<file path="config.mk">
export PLATFORM = sky130hd
export DESIGN_NAME = sdr_sram_responder
export DESIGN_NICKNAME = d
export VERILOG_FILES = /design/src/rtl/sdr_sram_responder.sv
export SDC_FILE = /design/constraint.sdc
export NUM_CORES = 1
export LEC_CHECK = 0
export ABC_CLOCK_PERIOD_IN_PS = 3250
export BUFFER_PORTS_ARGS = -buffer_cell sky130_fd_sc_hd__buf_2
export CAP_MARGIN = 0
export CORE_MARGIN = 2
export CORE_UTILIZATION = 50
export CTS_CLUSTER_DIAMETER = 50
export DETAILED_ROUTE_END_ITERATION = 8
export PLACE_DENSITY_LB_ADDON = 0.12
export SYNTH_ARGS = -nofsm -noshare
export SYNTH_HDL_FRONTEND = slang
export SYNTH_SLANG_ARGS = --single-unit
</file>
<file path="constraint.sdc">
create_clock -name iCLK -period 3.25 [get_ports iCLK]
set_input_delay 0.65 -clock iCLK [delete_from_list [all_inputs] [get_ports iCLK]]
set_output_delay 0.65 -clock iCLK [all_outputs]
set_load 0.05 [all_outputs]
</file>
<file path="src/rtl/sdr_sram_responder.sv">
`timescale 1ns/1ps
// SDRAM-port responder: services 2-beat multiplexer requests against a 16-bit async SRAM.
// Define SDR_RESP_HALF_SWAP_EN to service the high half first (big-endian word order).
module sdr_sram_responder #(
    parameter int SRAM_AW  = 18,
    parameter int WAIT_CYC = 2,
    parameter int WE_CYC   = 2
) (
    input  logic               iCLK,
    input  logic               iRST_n,
    input  logic [21:0]        iSDR_ADDR,
    input  logic [15:0]        iSDR_DATA,
    input  logic [1:0]         iSDR_DM,
    input  logic               iSDR_RD,
    input  logic               iSDR_WR,
    output logic [15:0]        oSDR_DATA,
    output logic               oSDR_RxD,
    output logic               oSDR_TxD,
    output logic               oSDR_Done,
    output logic [SRAM_AW-1:0] oSRAM_ADDR,
    output logic [15:0]        oSRAM_DQ,
    output logic               oSRAM_DQ_OE,
    input  logic [15:0]        iSRAM_DQ,
    output logic               oSRAM_CE_n,
    output logic               oSRAM_OE_n,
    output logic               oSRAM_WE_n,
    output logic               oSRAM_LB_n,
    output logic               oSRAM_UB_n
);

    // state  | meaning
    // IDLE   | waiting for RD/WR      W_SET1/2 | write address set-up, DM lag cover
    // W_STB  | WE_n strobe window     W_HOLD   | data hold after strobe
    // R_ADDR | read address phase     R_WAIT   | SRAM access time
    // R_CAP  | read data valid        DONE     | hold Done until request drops
    typedef enum logic [3:0] {
        IDLE, W_SET1, W_SET2, W_STB, W_HOLD, R_ADDR, R_WAIT, R_CAP, DONE
    } state_t;

`ifdef SDR_RESP_HALF_SWAP_EN
    localparam logic FIRST_HALF = 1'b1;
`else
    localparam logic FIRST_HALF = 1'b0;
`endif
    localparam logic [3:0] WE_LD   = 4'(WE_CYC - 1);
    localparam logic [3:0] WAIT_LD = 4'(WAIT_CYC - 1);

    if (WAIT_CYC < 1 || WAIT_CYC > 15 || WE_CYC < 1 || WE_CYC > 15) begin : g_param_err
        $error("sdr_sram_responder: WAIT_CYC and WE_CYC must be in 1..15");
    end

    state_t             state, state_nx;
    logic [3:0]         cnt;
    logic               beat;
    logic [1:0]         dm_q;
    logic [15:0]        dq_q;
    logic [15:0]        rd_q;
    logic               txd_q;
    logic [SRAM_AW-1:0] sram_addr_q;
    logic               addr_unused;

    assign addr_unused = ^iSDR_ADDR[21:SRAM_AW-1];

    always_ff @(posedge iCLK or negedge iRST_n) begin
        if (!iRST_n) begin
            state       <= IDLE;
            cnt         <= '0;
            beat        <= 1'b0;
            dm_q        <= 2'b11;
            dq_q        <= '0;
            rd_q        <= '0;
            txd_q       <= 1'b0;
            sram_addr_q <= '0;
        end else begin
            state <= state_nx;
            case (state)
                IDLE: begin
                    if (iSDR_WR || iSDR_RD) begin
                        sram_addr_q <= {iSDR_ADDR[SRAM_AW-2:0], FIRST_HALF};
                        txd_q       <= FIRST_HALF;
                        beat        <= 1'b0;
                    end
                end
                W_SET2: begin
                    dq_q <= iSDR_DATA;
                    dm_q <= iSDR_DM;
                    cnt  <= WE_LD;
                end
                W_STB: begin
                    if (cnt != 4'd0) cnt <= cnt - 4'd1;
                end
                R_ADDR: cnt <= WAIT_LD;
                R_WAIT: begin
                    if (cnt == 4'd0) rd_q <= iSRAM_DQ;
                    else             cnt  <= cnt - 4'd1;
                end
                W_HOLD, R_CAP: begin
                    if (!beat) begin
                        beat           <= 1'b1;
                        sram_addr_q[0] <= ~FIRST_HALF;
                        txd_q          <= ~FIRST_HALF;
                    end
                end
                DONE: begin
                    if (!iSDR_RD && !iSDR_WR) begin
                        txd_q <= 1'b0;
                        beat  <= 1'b0;
                    end
                end
                default: ;
            endcase
        end
    end

    always_comb begin
        state_nx = state;
        case (state)
            IDLE: begin
                if (iSDR_WR)      state_nx = W_SET1;
                else if (iSDR_RD) state_nx = R_ADDR;
            end
            W_SET1: state_nx = W_SET2;
            W_SET2: state_nx = W_STB;
            W_STB:  if (cnt == 4'd0) state_nx = W_HOLD;
            W_HOLD: state_nx = beat ? DONE : W_SET1;
            R_ADDR: state_nx = R_WAIT;
            R_WAIT: if (cnt == 4'd0) state_nx = R_CAP;
            R_CAP:  state_nx = beat ? DONE : R_ADDR;
            DONE:   if (!iSDR_RD && !iSDR_WR) state_nx = IDLE;
            default: state_nx = IDLE;
        endcase
    end

    always_comb begin
        oSRAM_CE_n  = 1'b1;
        oSRAM_OE_n  = 1'b1;
        oSRAM_WE_n  = 1'b1;
        oSRAM_LB_n  = 1'b1;
        oSRAM_UB_n  = 1'b1;
        oSRAM_DQ_OE = 1'b0;
        case (state)
            W_SET1, W_SET2: oSRAM_CE_n = 1'b0;
            W_STB, W_HOLD: begin
                oSRAM_CE_n  = 1'b0;
                oSRAM_DQ_OE = 1'b1;
                oSRAM_LB_n  = dm_q[0];
                oSRAM_UB_n  = dm_q[1];
                // Fully masked beat keeps its timing slot but never strobes.
                oSRAM_WE_n  = !((state == W_STB) && (dm_q != 2'b11));
            end
            R_ADDR, R_WAIT, R_CAP: begin
                oSRAM_CE_n = 1'b0;
                oSRAM_OE_n = 1'b0;
                oSRAM_LB_n = 1'b0;
                oSRAM_UB_n = 1'b0;
            end
            default: ;
        endcase
    end

    assign oSDR_DATA  = rd_q;
    assign oSDR_RxD   = (state == R_CAP);
    assign oSDR_TxD   = txd_q;
    assign oSDR_Done  = (state == DONE);
    assign oSRAM_ADDR = sram_addr_q;
    assign oSRAM_DQ   = dq_q;

endmodule

</file>
==> results.txt, run 1 <==
- After the last flow step, the layout net total stands at around 380.
- Combinational family with the most area after synthesis: multiplexers
- In the routed layout, each cell is associated on average with a via count of 4.99.
- Synthesis produced a netlist with a net count of 262.
- Leaving out fill and tap cells, the most frequent cells in the layout are sky130_fd_sc_hd__buf_2, sky130_fd_sc_hd__dfrtp_1, sky130_fd_sc_hd__mux2_2.
- The die covers 5950 um2.
* Total half-perimeter wirelength after legalization and detailed placement: 3880 um
- Top cells by area, synth: sky130_fd_sc_hd__dfrtp_1, sky130_fd_sc_hd__mux2_2, sky130_fd_sc_hd__mux2_4
- Startpoint types: flop
- Initial antenna violation count: 0
- DRC errors left: 0
* Mapped Cells: 201
- Inserted Clock Buffers: 9
- Cts hold-fix bufs: 0
- After the first detailed-routing iteration, the DRC count stood at 102.
* Slew HR: 29.2%
- The critical path in this run is classified as flop to output pin.
* Number of antenna repair diodes: 0
- Max-cap violations in this run came to 0.
* Fmax achieved: 383 MHz
- The clock tree synthesis step divided the H-tree into 3 levels.
* Vias in the first global route: 2,073
- Time the worst path needs with I/O delays and setup: 2.61 ns
- Effective utilization at floorplan: 52.0%
* Resize count post-CTS: 0
* Number of detailed-routing iterations run before antenna repair: 4
- Leading area contributor after synthesis: sky130_fd_sc_hd__dfrtp_1
- Share of layout cells above drive strength 1: 58.2%
* Share of the synthesized area in the top cell type: a little under three fifths
- Summing the areas of all and, or, nand and nor instances in the mapped netlist gives 9.17% of the synthesized area.
- Hold is met by 0.479 ns.
* Kind of end point of the critical path: output pin
* Post-synth cell types: 33
* Synthesis-stage register bit count: 62
- Number of buffers on the longest clock path: 2
- Global routing used 19.8% of the available tracks.
- Actual slew at the worst max-slew pin: 1.06 ns
* Post-DRT Antenna Nets: 0
- Global route total overflow: 0
- Yosys printed 0 warnings.
- Largest net degree at the start of global routing: 50
* Per-cell routed wire length: 13.8 um
- Synth Area in Compound Gates: 4.73%
- RSZ-0062 raised after global routing: no
* Period utilisation layout: between 80% and 90%
* Sequential area share after synthesis: 58.1%
* Number of endpoints failing setup at the final stage: 0
* Floorplan row count: 26
- The congestion estimate from routability-driven global placement came to 0.776.
- Data on the critical path arrives at its endpoint at 1.96 ns.
- CTS placed an instance of sky130_fd_sc_hd__clkbuf_8 at the clock tree root.
- After clock tree synthesis, the setup repair step added 0 buffers.
* Final setup skew: 0.00640 ns
- In the synthesized netlist, mux cells make up between 20% and 30% of the area.
* Height of the die: 77.1 um
- Clock latency of the later-clocked register in the worst-skew pair: ~0.33 ns
* Via count of the routed design: ~2.0k
- The number of max-slew violations in the final report was 0.
* First-pass GRT wire length: approximately 9300 um
- Counting the fill cells in the layout gives 429.
- Netlist area before placement: roughly 2700 um2
* Clk sinks: 62
- Post-synthesis xor/xnor area fraction: between 1 and 1.5%
- Ports placed on the boundary: 119
- Mean post-synth cell area: approximately 13 um2
* Sum of negative setup slack: 0 ns
- Measured along the x axis, the die boundary spans 77.1 um.
* Adder and majority gate portion of the synthesized area: less than 1%
- The total area inside the core boundary comes to 5140 um2.
* Clock tree from TritonCTS: yes
- Commonest non-fill, non-tap cell in the layout: sky130_fd_sc_hd__buf_2
- Result of the run: completed
- Required arrival time at the worst endpoint: 2.60 ns
- The final hold violation count was 0.
- Count of input and output buffers: 113
* Hold WC Path Type: flop to flop
* Critical Path Fanout Max: 13
- Clock-pin slew was measured on the worst setup and hold paths at roughly 0.070 ns.
* Layout-stage area growth over the synthesis result: 29.3%
* Total Wirelength: 5430 um
final timing paths:
check	startpoint	to	slack, ns	cells past startpoint
worst max-delay path	state[2]	oSRAM_DQ_OE	0.64	4
worst min-delay path	oSRAM_ADDR[0]	oSRAM_ADDR[0]	0.48	1
worst max register to register	state[1]	oSRAM_ADDR[15]	0.92	3
worst min register to register	oSRAM_ADDR[0]	oSRAM_ADDR[0]	0.48	1
max in group asynchronous	iRST_n	oSDR_DATA[12]	1.98	2
min in group asynchronous	iRST_n	oSRAM_ADDR[6]	0.52	1
kinds of logic (layout without fill, tap and decap cells):
logic type	after synthesis	after routing
xor gates and xnor gates	4	4
buffers and inverters	14	136
muxes	53	53
AOI/OAI and AO/OA	21	21
adders and majority gates	1	1
and+or+nand+nor	46	46
DFF	62	62
per-stage QoR:
step | util (%) | cell area, um2 | instances | setup WS [ns]
floorplan | - | 2670 | 201 | 0.786
global placement | 64.0 | 3290 | 377 | 0.870
detailed placement | 64.0 | 3290 | 377 | 0.872
CTS | 67.3 | 3460 | 393 | 0.626
global route | 67.3 | 3460 | 393 | 0.500
finish | 67.3 | 3460 | 393 | 0.639
synth_stat cells:
| cell type | number |
|---|---|
| sky130_fd_sc_hd__dfrtp_1 | 60 |
| sky130_fd_sc_hd__mux2_2 | 42 |
| sky130_fd_sc_hd__nand2_1 | 12 |
| sky130_fd_sc_hd__mux2_4 | 9 |
| sky130_fd_sc_hd__a21oi_1 | 8 |
| sky130_fd_sc_hd__nand3_1 | 6 |
| sky130_fd_sc_hd__nand2b_1 | 5 |
| sky130_fd_sc_hd__nor2_1 | 5 |
| sky130_fd_sc_hd__o21ai_0 | 5 |
| sky130_fd_sc_hd__buf_2 | 4 |
| sky130_fd_sc_hd__clkbuf_1 | 4 |
| sky130_fd_sc_hd__inv_1 | 4 |
| sky130_fd_sc_hd__nor2b_1 | 4 |
| sky130_fd_sc_hd__o22ai_1 | 4 |
| sky130_fd_sc_hd__nor3_1 | 3 |
| sky130_fd_sc_hd__xnor2_1 | 3 |
| sky130_fd_sc_hd__buf_6 | 2 |
| sky130_fd_sc_hd__dfstp_2 | 2 |
| sky130_fd_sc_hd__mux2i_1 | 2 |
| sky130_fd_sc_hd__nand3b_1 | 2 |
| sky130_fd_sc_hd__or2_2 | 2 |
| sky130_fd_sc_hd__or3_1 | 2 |
| sky130_fd_sc_hd__a2111o_1 | 1 |
| sky130_fd_sc_hd__a21o_1 | 1 |
| sky130_fd_sc_hd__a2bb2oi_1 | 1 |
| sky130_fd_sc_hd__and2_1 | 1 |
| sky130_fd_sc_hd__ha_1 | 1 |
| sky130_fd_sc_hd__nor3_2 | 1 |
| sky130_fd_sc_hd__nor3b_1 | 1 |
| sky130_fd_sc_hd__o31a_1 | 1 |
| sky130_fd_sc_hd__or2_4 | 1 |
| sky130_fd_sc_hd__or4_1 | 1 |
| sky130_fd_sc_hd__xor2_1 | 1 |
registers in the layout, indices dropped and copies added, names as in the netlist:
| register | flops |
|---|---|
| oSRAM_ADDR | 18 |
| oSDR_TxD | 1 |
| beat | 1 |
| dm_q | 2 |
| oSRAM_DQ | 16 |
| cnt | 4 |
| oSDR_DATA | 16 |
| state | 4 |
critical path: stages, from the launching register on:
cell                      delay [ns]
sky130_fd_sc_hd__dfrtp_1        0.62
sky130_fd_sc_hd__inv_1          0.19
sky130_fd_sc_hd__or3_1          0.40
sky130_fd_sc_hd__a21oi_1        0.14
sky130_fd_sc_hd__buf_2          0.29
layer usage:
layer  GRT usage, %  part of all wire [%]
met5              0                     0
met4           7.50                   1.4
met3           7.53                    11
met2           31.2                    46
met1           24.7                    42
final cells by class:
cell class	count	area (um2)	area share, %
multi-input combinational	125	1050	30.3
sequential	62	1550	44.9
clock buffer	11	141	4.09
tap	70	87.6	2.53
timing repair buffer	116	588	17.0
inverter	4	15.0	0.434
clock inverter	5	25.0	0.724
Power of run 1 is left out: the tool's default activity adds up to more than one toggle a clock period on the data nets, which glitch-free logic cannot reach.
==> inputs of run 2 (changes only) <==
--- a/config.mk
+++ b/config.mk
@@ -5,11 +5,12 @@
 export SDC_FILE = /design/constraint.sdc
 export NUM_CORES = 1
 export LEC_CHECK = 0
-export ABC_CLOCK_PERIOD_IN_PS = 3250
+export ABC_AREA = 1
+export ABC_CLOCK_PERIOD_IN_PS = 2400
 export BUFFER_PORTS_ARGS = -buffer_cell sky130_fd_sc_hd__buf_2
 export CAP_MARGIN = 0
 export CORE_MARGIN = 2
-export CORE_UTILIZATION = 50
+export CORE_UTILIZATION = 42
 export CTS_CLUSTER_DIAMETER = 50
 export DETAILED_ROUTE_END_ITERATION = 8
 export PLACE_DENSITY_LB_ADDON = 0.12
==> constraint.sdc (replaced) <==
create_clock -name iCLK -period 2.4 [get_ports iCLK]
set_input_delay 0.48 -clock iCLK [delete_from_list [all_inputs] [get_ports iCLK]]
set_output_delay 0.48 -clock iCLK [all_outputs]
set_load 0.05 [all_outputs]
==> results.txt, run 2 <==
- Clock-pin transition on the worst setup and hold timing paths: 0.07 ns
* Mean post-synth cell area: 8.40 um2
- Number of endpoints failing setup at the final stage: 0
* Effective utilization at floorplan: 43.0%
* Highest routing layer actually used: met4
* Cts hold-fix bufs: 0
* Clock tree from TritonCTS: yes
* Peak per-stage delay on the critical path: between 0.4 and 0.5 ns
- Width of the die: 84.4 um
* Via count of the routed design: 2,430
- Final setup skew: 0.00878 ns
* Cell repeated most along the worst path: sky130_fd_sc_hd__nand2_1
- The worst setup path is of the flop to output pin kind.
- Count of flip-flops with a built-in enable after synthesis: 0
* Total half-perimeter wirelength after legalization and detailed placement: 4400 um
* Height of the die: 84.4 um
- STA classifies the critical path startpoint as a flop.
- Nets in the synthesized netlist: 384
- Of the total synthesized cell area, the portion taken by XOR and XNOR cells is 0.645%.
- Master cell of the clock root buffer: sky130_fd_sc_hd__clkbuf_8
- Standard cell core area: between 6000 and 7000 um2
* Most frequently used cell type in the post-synthesis netlist: sky130_fd_sc_hd__nand2_1
- Synthesis instantiated 24 different standard cells from the library.
- Measured in cells, the most critical reg-to-reg path has a length of 7.
- The number of antenna diodes in the final layout is 0.
- First-pass GRT wire length: between 10,000 and 15,000 um
* Share of the synthesized area in the top cell type: 55.3%
- The startpoint identified for the worst register-to-register timing path is cnt[0].
* Slack of the critical path: 0.178 ns
- Total Wirelength: 6270 um
* Synthesis-stage register bit count: 62
* Initial drt markers: 87
* Post-DRT Antenna Nets: 0
* Fill count: 625
- RSZ-0062 raised after global routing: no
- OpenSTA, run right after detailed placement, puts the worst setup slack at 0.545 ns.
* Critical register-to-register path endpoint: oSDR_DATA[7]
* Critical-path cell list: nor2_1 > nand2_1 > nand2_1 > inv_1 > o21ai_1 > buf_2
- The kind of cell with the highest combined delay along the critical path is simple AND/OR/NAND/NOR gates.
- Number of violations of the max-capacitance limit: 0
- Top library cells by usage in the layout, fill and taps aside: sky130_fd_sc_hd__nand2_1, sky130_fd_sc_hd__buf_2, sky130_fd_sc_hd__dfrtp_1
- The final hold violation count was 0.
* Critical Path Fanout Max: 4
- Counting both buffers and inverters, the worst setup path holds a total of 2.
- The synthesized netlist devotes under 10% of its cell area to compound gates.
- Across every metal layer, demand over resource in global routing totals 18.6%.
- Max-slew violation count: 0
* Number of flip-flops in the largest register: 18
- In this run the core area contains 29 standard-cell rows.
- Layout-stage area growth over the synthesis result: 30.5%
* Fraction of registers with async set/reset: between 90% and 100%
- Netlist area before placement: 2710 um2
* Hold WC Path Type: input port to asynchronous set/reset pin
- DRC errors left: 0
- The run finished with clean final reports.
- FF/Latch Area: 1550 um2
- Resize count post-CTS: 0
* Clock latency of the later-clocked register in the worst-skew pair: 0.33 ns
- Area enclosed by the die boundary: roughly 7100 um2
- Number of buffers on the longest clock path: 2
- Kind of end point of the critical path: output pin
- Cell type of the slowest stage on the worst timing path: sky130_fd_sc_hd__dfrtp_1
- In the finished design, the share of the clock period the worst path needs comes to 92.6%.
- In this run the register-to-register setup slack is 0.78 ns.
- Mux contribution to synthesized area: 0%
- After detailed routing, the average wire length per cell comes to 12.0 um.
- Actual slew at the worst max-slew pin: 0.346 ns
- Post-CTS timing repair inserted 0 buffers for setup.
- During placement, the flow inserted port buffers numbering 113.
- Met1 layer wirelength in the final routing: 2750 um
- Ys flop type: sky130_fd_sc_hd__dfrtp_1
* Number of detailed-routing iterations run before antenna repair: 5
- The number of global-route vias before repair was 2,375.
- Synth Warn #: 0
- For this run, the post-layout net count is ~500.
* Adder and majority gate portion of the synthesized area: 0.461%
* Crit path DAT: 1.74 ns
- Global route total overflow: 0
* Required arrival time at the worst endpoint: 1.92 ns
* Most used standard cells in the synthesized netlist: sky130_fd_sc_hd__nand2_1, sky130_fd_sc_hd__dfrtp_1, sky130_fd_sc_hd__nand3_1
- Ranked by total cell area, the synthesized netlist is headed by sky130_fd_sc_hd__dfrtp_1, sky130_fd_sc_hd__nand2_1, sky130_fd_sc_hd__nand3_1.
- Mapped Cells: roughly 320
* Commonest non-fill, non-tap cell in the layout: sky130_fd_sc_hd__nand2_1
- Time the worst path needs with I/O delays and setup: 2.22 ns
- Number of H-tree levels: 3
- Sequential area share after synthesis: 57.3%
* Initial antenna violation count: 0
- TritonCTS created 9 clock buffers.
* Clk sinks: 62
- Largest net degree at the start of global routing: 63
- Leading area contributor after synthesis: sky130_fd_sc_hd__dfrtp_1
- RePlAce Congestion: 0.818
* Share of layout cells above drive strength 1: 34.8%
- In the final layout, the multi-input gates occupy 997 um2.
- Total length of routed met3 wires: 446 um
- Fmax achieved: 450 MHz
- Headroom to the max-slew limit came out at 76.9%.
- Wire length on met2: around 3000 um
- Combinational family with the most area after synthesis: simple AND/OR/NAND/NOR gates
- Using the TritonRoute via totals, the vias-per-cell ratio works out to 4.65.
- Of the total synthesized cell area, the portion taken by AND, OR, NAND and NOR gates is around a third.
* Ports placed on the boundary: 119
[run 2: cell types whose count changed in the layout (fill, tap and decap cells not counted), sizes merged, moves of 3 or more]
cell and delta:
a21oi -8, inv +20, mux2 -51, nand2 +158, nand2b -5, nand3 +20, nor2 +11, nor2b -4
nor3 -4, or2 -3
[run 2: worst max-delay path by stage]
stage	from	end	slack (ns)	cells after the start
detailed placement	state[3]	oSRAM_LB_n	0.55	6
global route	state[3]	oSRAM_LB_n	0.07	6
floorplan	state[3]	oSRAM_LB_n	-0.04	5
global placement	state[3]	oSRAM_LB_n	0.59	6
CTS	state[3]	oSRAM_LB_n	0.17	6
finish	state[3]	oSRAM_LB_n	0.18	6
[run 2: cell families after synthesis]
| group | after synthesis |
|---|---|
| adders and majority gates | 1 |
| xor gates and xnor gates | 2 |
| and+or+nand+nor | 214 |
| buffers and inverters | 33 |
| AOI/OAI and AO/OA | 11 |
| DFF | 62 |
[run 2: worst register-to-register path, stage by stage, from the launching register on]
cell and delay (ns):
sky130_fd_sc_hd__dfrtp_1 0.38, sky130_fd_sc_hd__inv_1 0.09, sky130_fd_sc_hd__ha_1 0.19, sky130_fd_sc_hd__nand3_1 0.19
sky130_fd_sc_hd__inv_2 0.33, sky130_fd_sc_hd__nand2_4 0.19, sky130_fd_sc_hd__nand2_1 0.10, sky130_fd_sc_hd__nand2_1 0.05
[run 2: cell type report]
type,count,share of cell area [%]
Inverter,25,2.86
Tap cell,77,2.72
Clock inverter,5,1.66
Timing Repair Buffer,115,16.7
Clock buffer,11,3.99
Sequential cell,62,43.9
Multi-Input combinational cell,228,28.2
[run 2: through the flow]
step / hold slack, ns / cells / setup TNS (ns) / util (%) / cell area [um2]
6_report: 0.141 / 523 / 0 / 56.1 / 3540
4_1_cts: 0.146 / 523 / 0 / 56.1 / 3540
3_5_place_dp: 0.453 / 507 / 0 / 52.9 / 3340
5_1_grt: 0.166 / 523 / 0 / 56.1 / 3540
3_3_place_gp: 0.448 / 507 / 0 / 52.9 / 3340
2_1_floorplan: 0.184 / 323 / -0.0733 / - / 2710
[run 2: layer usage]
metal	GRT usage, %	vias up
met5	0	-
met3	4.82	5
met1	23.4	1112
met2	31.4	82
li1	-	1231
met4	6.49	0
Power of run 2 is left out for the same reason.
